===== config.mk =====
export PLATFORM = sky130hd
export DESIGN_NAME = btn_press_counter
export DESIGN_NICKNAME = d
export VERILOG_FILES = /design/src/rtl/btn_press_counter_pkg.sv /design/src/rtl/btn_debounce.sv /design/src/rtl/btn_press_counter.sv
export SDC_FILE = /design/constraint.sdc
export NUM_CORES = 1
export LEC_CHECK = 0
export ABC_AREA = 1
export BUFFER_PORTS_ARGS = -buffer_cell sky130_fd_sc_hd__buf_2
export CORE_ASPECT_RATIO = 1.1
export CORE_MARGIN = 2
export CORE_UTILIZATION = 60
export CTS_CLUSTER_SIZE = 16
export DETAILED_ROUTE_END_ITERATION = 10
export PLACE_DENSITY = 0.9
export REMOVE_ABC_BUFFERS = 1
export SKIP_LAST_GASP = 1
export SYNTH_ARGS = -nofsm -noshare
export SYNTH_HDL_FRONTEND = slang
export SYNTH_SLANG_ARGS = --single-unit

===== constraint.sdc =====
create_clock -name clk -period 3.8 [get_ports clk]
set_input_delay 0.38 -clock clk [delete_from_list [all_inputs] [get_ports clk]]
set_output_delay 0.38 -clock clk [all_outputs]
set_load 0.02 [all_outputs]

===== src/rtl/btn_press_counter_pkg.sv =====
// Shared types and defaults for the button press counter.
// FSM encoding plus default geometry of the prescaler, gap and count.
package btn_press_counter_pkg;

   typedef enum logic [1:0] {
      IDLE,
      PRESSED,
      GAP,
      EMIT
   } state_t;

   localparam int DEF_DW         = 16;
   localparam int DEF_GAP_TICKS  = 24;
   localparam int DEF_CW         = 4;
   localparam int DEF_LONG_TICKS = 96;

endpackage


===== src/rtl/btn_debounce.sv =====
// Synchroniser, prescaler tick and two-sample debounce filter.
// db follows the synchronised input after two agreeing tick samples.
module btn_debounce
   import btn_press_counter_pkg::*;
#(
   parameter int DW = DEF_DW
) (
   input  logic clk,
   input  logic rst_n,
   input  logic btn,
   output logic db,
   output logic db_rise,
   output logic db_fall,
   output logic tick
);

   logic [1:0]    sync;
   logic [DW-1:0] pre;
   logic          s;
   logic          s_prev;
   logic          agree;

   assign s     = sync[1];
   assign tick  = &pre;
   assign agree = tick && (s == s_prev);

   assign db_rise = agree && s && !db;
   assign db_fall = agree && !s && db;

   // two-flop synchroniser for the asynchronous button level
   always_ff @(posedge clk or negedge rst_n) begin
      if (!rst_n) sync <= '0;
      else        sync <= {sync[0], btn};
   end

   // free-running prescaler; tick fires when it is all-ones
   always_ff @(posedge clk or negedge rst_n) begin
      if (!rst_n) pre <= '0;
      else        pre <= pre + 1'b1;
   end

   // sample on every tick, accept the level once two samples agree
   always_ff @(posedge clk or negedge rst_n) begin
      if (!rst_n) begin
         s_prev <= 1'b0;
         db     <= 1'b0;
      end else if (tick) begin
         s_prev <= s;
         if (s == s_prev) db <= s;
      end
   end

endmodule


===== src/rtl/btn_press_counter.sv =====
// Counts debounced button presses and strobes the count after a gap.
// Optional BTN_LONG_PRESS_EN adds long_stb and aborts long-held sequences.
module btn_press_counter
   import btn_press_counter_pkg::*;
#(
   parameter int DW        = DEF_DW,
   parameter int GAP_TICKS = DEF_GAP_TICKS,
   parameter int CW        = DEF_CW
`ifdef BTN_LONG_PRESS_EN
   ,
   parameter int LONG_TICKS = DEF_LONG_TICKS
`endif
) (
   input  logic          clk,
   input  logic          rst_n,
   input  logic          btn,
   output logic [CW-1:0] press_cnt,
   output logic          press_stb,
   output logic          busy
`ifdef BTN_LONG_PRESS_EN
   ,
   output logic          long_stb
`endif
);

   state_t        state, state_n;
   logic [CW-1:0] acc, acc_n;
   logic [7:0]    gap_cnt, gap_n;
   logic          db, db_rise, db_fall, tick;
   logic          abort;

   btn_debounce #(
      .DW(DW)
   ) u_db (
      .clk    (clk),
      .rst_n  (rst_n),
      .btn    (btn),
      .db     (db),
      .db_rise(db_rise),
      .db_fall(db_fall),
      .tick   (tick)
   );

   assign busy = (state != IDLE);

   // state, accumulator and gap counter registers
   always_ff @(posedge clk or negedge rst_n) begin
      if (!rst_n) begin
         state   <= IDLE;
         acc     <= '0;
         gap_cnt <= '0;
      end else begin
         state   <= state_n;
         acc     <= acc_n;
         gap_cnt <= gap_n;
      end
   end

   // next-state logic; a rise on the expiry tick keeps the sequence alive
   always_comb begin
      state_n = state;
      acc_n   = acc;
      gap_n   = gap_cnt;
      unique case (state)
         IDLE: begin
            if (db_rise) begin
               state_n = PRESSED;
               acc_n   = CW'(1);
            end
         end
         PRESSED: begin
            if (db_fall) begin
               state_n = GAP;
               gap_n   = '0;
            end
         end
         GAP: begin
            if (db_rise) begin
               state_n = PRESSED;
               gap_n   = '0;
               if (acc != {CW{1'b1}}) acc_n = acc + 1'b1;
            end else if (tick && !db) begin
               if (gap_cnt == 8'(GAP_TICKS - 1)) state_n = EMIT;
               else gap_n = gap_cnt + 8'd1;
            end
         end
         EMIT: begin
            state_n = IDLE;
            acc_n   = '0;
         end
         default: state_n = IDLE;
      endcase
   end

   // publish the count with a one-cycle strobe unless aborted
   always_ff @(posedge clk or negedge rst_n) begin
      if (!rst_n) begin
         press_cnt <= '0;
         press_stb <= 1'b0;
      end else begin
         press_stb <= (state == EMIT) && !abort;
         if ((state == EMIT) && !abort) press_cnt <= acc;
      end
   end

`ifdef BTN_LONG_PRESS_EN
   localparam int LW = $clog2(LONG_TICKS + 1);

   logic [LW-1:0] long_cnt;

   // count held ticks per press; reaching the limit aborts the sequence
   always_ff @(posedge clk or negedge rst_n) begin
      if (!rst_n) begin
         long_cnt <= '0;
         long_stb <= 1'b0;
         abort    <= 1'b0;
      end else begin
         long_stb <= 1'b0;
         if (state == IDLE && db_rise) begin
            long_cnt <= '0;
            abort    <= 1'b0;
         end else if (state == GAP && db_rise) begin
            long_cnt <= '0;
         end else if (state == PRESSED && tick && db && !abort) begin
            if (long_cnt == LW'(LONG_TICKS - 1)) begin
               long_stb <= 1'b1;
               abort    <= 1'b1;
            end else begin
               long_cnt <= long_cnt + 1'b1;
            end
         end
      end
   end
`else
   assign abort = 1'b0;
`endif

endmodule


==> summary.txt <==
Yosys
  • Mux cell area share after synthesis: 0.005300
  • Synth area leaders: dfrtp_1 (46%), nand2_1 (9.7%), inv_1 (6.5%)
  • Compound-Gate Fraction of Synth Area: 0.05889
  • Sequential area share after synthesis: 0.4594
  • Yosys warns: 0
  • Top-area cell type share of the netlist area: 0.4594
  • Xor/xnor share of the synthesized area: 0.05771
  • Unique cell type count in the Yosys netlist: 32
  • Syn Area/Cell: 8.601 um2
  • #FFs+latches synth: 39
  • Post-Syn Area: about 2100 um2
  • Synth Area in Adders: 0.04122
  • Main combinational cell family by area after synthesis: simple AND/OR/NAND/NOR gates
  • Cells after synthesis: between 200 and 250
  • Leading area contributor after synthesis: dfrtp_1
  • Simple-gate portion of the synthesized area: 0.2992

Routing
  • Detail Route Antenna Nets: 0
  • Vias: about 1500
  • Number of DRC markers in iteration 0: between 80 and 90
  • WL/cell: around 11 um
  • DRC viols: 0
  • Vias per std cell: between 4 and 5
  • Drt pass-1 iters: 4
  • Final WL: about 3300 um

Timing
  • Hold violation total from the final report: 0
  • Unrepaired setup endpoints after global routing: no
  • Post-route setup TNS: 0 ns
  • Final period util: 0.5233
  • Slew HR: 0.4494
  • Slew @ Worst Pin: ~0.83 ns
  • F_max: 502.9 MHz
  • Clk_skew: 0.009461 ns
  • Final setup violation count: 0
  • Fin crit period: 1.989 ns
  • Slew Viols, Final: 0

Die
  • Row cnt: 22
  • # IOs: 9
  • Die height: 66.41 um
  • Chip Width: 60.74 um
  • Die area: around 4000 um2
  • Initial Utilization: 0.6326
  • Core Box Area: roughly 3400 um2

Setup path
  • Critical Path AT: between 2 and 2.5 ns
  • CP Capture Type: flip-flop
  • Worst r2r dst: gap_cnt[2]
  • Worst R2R Start: state[0]
  • Reg2Reg Depth: 7
  • Crit path launch type: flip-flop
  • Flop-to-flop setup slack: approximately 1.8 ns
  • Crit path kind: reg -> reg
  • CP max FO: 18
  • Crit path from: state[0]
  • WP data required: 4.04 ns

Clock network
  • Post-CTS sizing: 0
  • # H-tree levels: 2
  • CTS tree: yes
  • CTS root buf: clkbuf_4
  • CTS Buf Count: 5
  • Clock buffer depth: 2
  • Post-CTS setup buffer count: 0
  • Clock Sinks: 39
  • Clk pin slew, worst setup/hold paths: roughly 0.11 ns
  • Cts hold-fix bufs: 0
  • Clock Latency Late Sink: 0.34 ns

Placed design
  • PortBufs: 8
  • Final HPWL DP: around 2500 um
  • GPL Wtd Cong: between 0.8 and 0.9

Status
  • Outcome: finished clean

Finish
  • Share of layout cells above drive strength 1: 0.1467
  • Nets: 268
  • Synth-to-layout area growth: 5.948%
  • Diode count: 0
  • Utilization after layout: 0.6703

GRT
  • Number of global-route vias before repair: 1497
  • Grt total ovfl: 0
  • Tot GR Track Use: 0.1990
  • First-pass GRT wire length: ~6000 um
  • Initial antenna violation count: 0
  • Pin count of the biggest net entering global routing: 40

Pwr
  • Leakage: 1.201 nW
  • Pwr Density: approximately 280 nW/um2
  • Worst VDD drop: 0.1526 mV
  • Total power draw: roughly 0.00063 W

Hold path
  • Worst hold path type: in -> async

Run
  • Max-cap violations: 0
==> layout make-up <==
| class | count | area [um2] |
|---|---|---|
| inverter | 38 | 142.6 |
| clock buffer | 7 | 45.04 |
| fill | 280 | 1107 |
| sequential | 39 | 975.9 |
| tap | 48 | 60.06 |
| clock inverter | 1 | 5.005 |
| multi-input combinational | 166 | 982.2 |
| timing repair buffer | 8 | 40.04 |
==> state kept, by name, indices dropped and copies added (netlist names) <==
signal,cells
acc,4
gap_cnt,8
press_cnt,4
press_stb,1
state,2
u_db.db,1
u_db.pre,16
u_db.s_prev,1
u_db.sync,2
==> logic make-up (layout without fill, tap and decap cells) <==
kind of cell | after synthesis | in the layout
buffers and inverters | 42 | 54
adder cells (fa/ha/maj) | 7 | 7
flip-flops | 39 | 39
AO/OA/AOI/OAI | 22 | 22
AND/OR/NAND/NOR | 122 | 122
XOR/XNOR | 14 | 14
multiplexers | 1 | 1
==> stage by stage <==
| stage | worst slack, ns | cells | cell area (um2) | hold WS [ns] |
|---|---|---|---|---|
| 2_1_floorplan | 2.078 | 243 | 2101 | 0.08441 |
| 3_3_place_gp | 1.896 | 299 | 2201 | 0.3323 |
| 3_5_place_dp | 1.839 | 299 | 2201 | 0.3387 |
| 4_1_cts | 1.812 | 307 | 2251 | 0.1203 |
| 5_1_grt | 1.594 | 307 | 2251 | 0.1206 |
| 6_report | 1.811 | 307 | 2251 | 0.1240 |
==> placed cells by master, fill, tap and decap left out, drive strengths merged <==
master  netlist  routed
inv          38      38
xor2         10      10
o21ai        13      13
nor2         25      25
nand3b        1       1
nand4        10      10
ha            7       7
a31oi         1       1
nand3        17      17
clkinv        0       1
xnor2         4       4
nand2        63      63
dfrtp        39      39
mux2          1       1
nor3          4       4
buf           2       8
or2           1       1
o31ai         1       1
clkbuf        2       7
nor4          1       1
a21oi         7       7
==> synth_stat cells, drive strengths merged <==
| cell type | count |
|---|---|
| a21oi | 7 |
| a31oi | 1 |
| buf | 2 |
| clkbuf | 2 |
| dfrtp | 39 |
| ha | 7 |
| inv | 38 |
| mux2 | 1 |
| nand2 | 63 |
| nand3 | 17 |
| nand3b | 1 |
| nand4 | 10 |
| nor2 | 25 |
| nor3 | 4 |
| nor4 | 1 |
| o21ai | 13 |
| o31ai | 1 |
| or2 | 1 |
| xnor2 | 4 |
| xor2 | 10 |
==> worst max-delay path, cell delays in order (launching register included) <==
cell     delay, ns
dfrtp_1       0.44
inv_1         0.10
ha_1          0.57
nor2_1        0.24
nor2_8        0.19
nand2_2       0.17
nand2_1       0.12
o21ai_2       0.05
==> worst max-delay path by stage <==
stage | to
after detailed placement | gap_cnt[1]
after global placement | gap_cnt[2]
after global routing | gap_cnt[7]
after floorplan | gap_cnt[0]
after CTS | gap_cnt[1]
final | gap_cnt[2]
==> where the power goes <==
| group | switching, W | total [W] | internal (W) |
|---|---|---|---|
| combinational | 0.00000788 | 0.00000902 | 0.00000114 |
| clock | 0.000130 | 0.000202 | 0.0000722 |
| sequential | 0.000000698 | 0.000417 | 0.000416 |
| total | 0.000139 | 0.000628 | 0.000489 |
==> metal layers <==
metal / vias up / global-route usage / share of wire
met5: - / 0 / 0
met1: 687 / 0.2360 / 0.47
met2: 31 / 0.3239 / 0.48
met4: 0 / 0.1114 / 0.0057
met3: 2 / 0.04697 / 0.039
li1: 800 / - / -
Note: power is estimated with default switching activity, not from simulation.
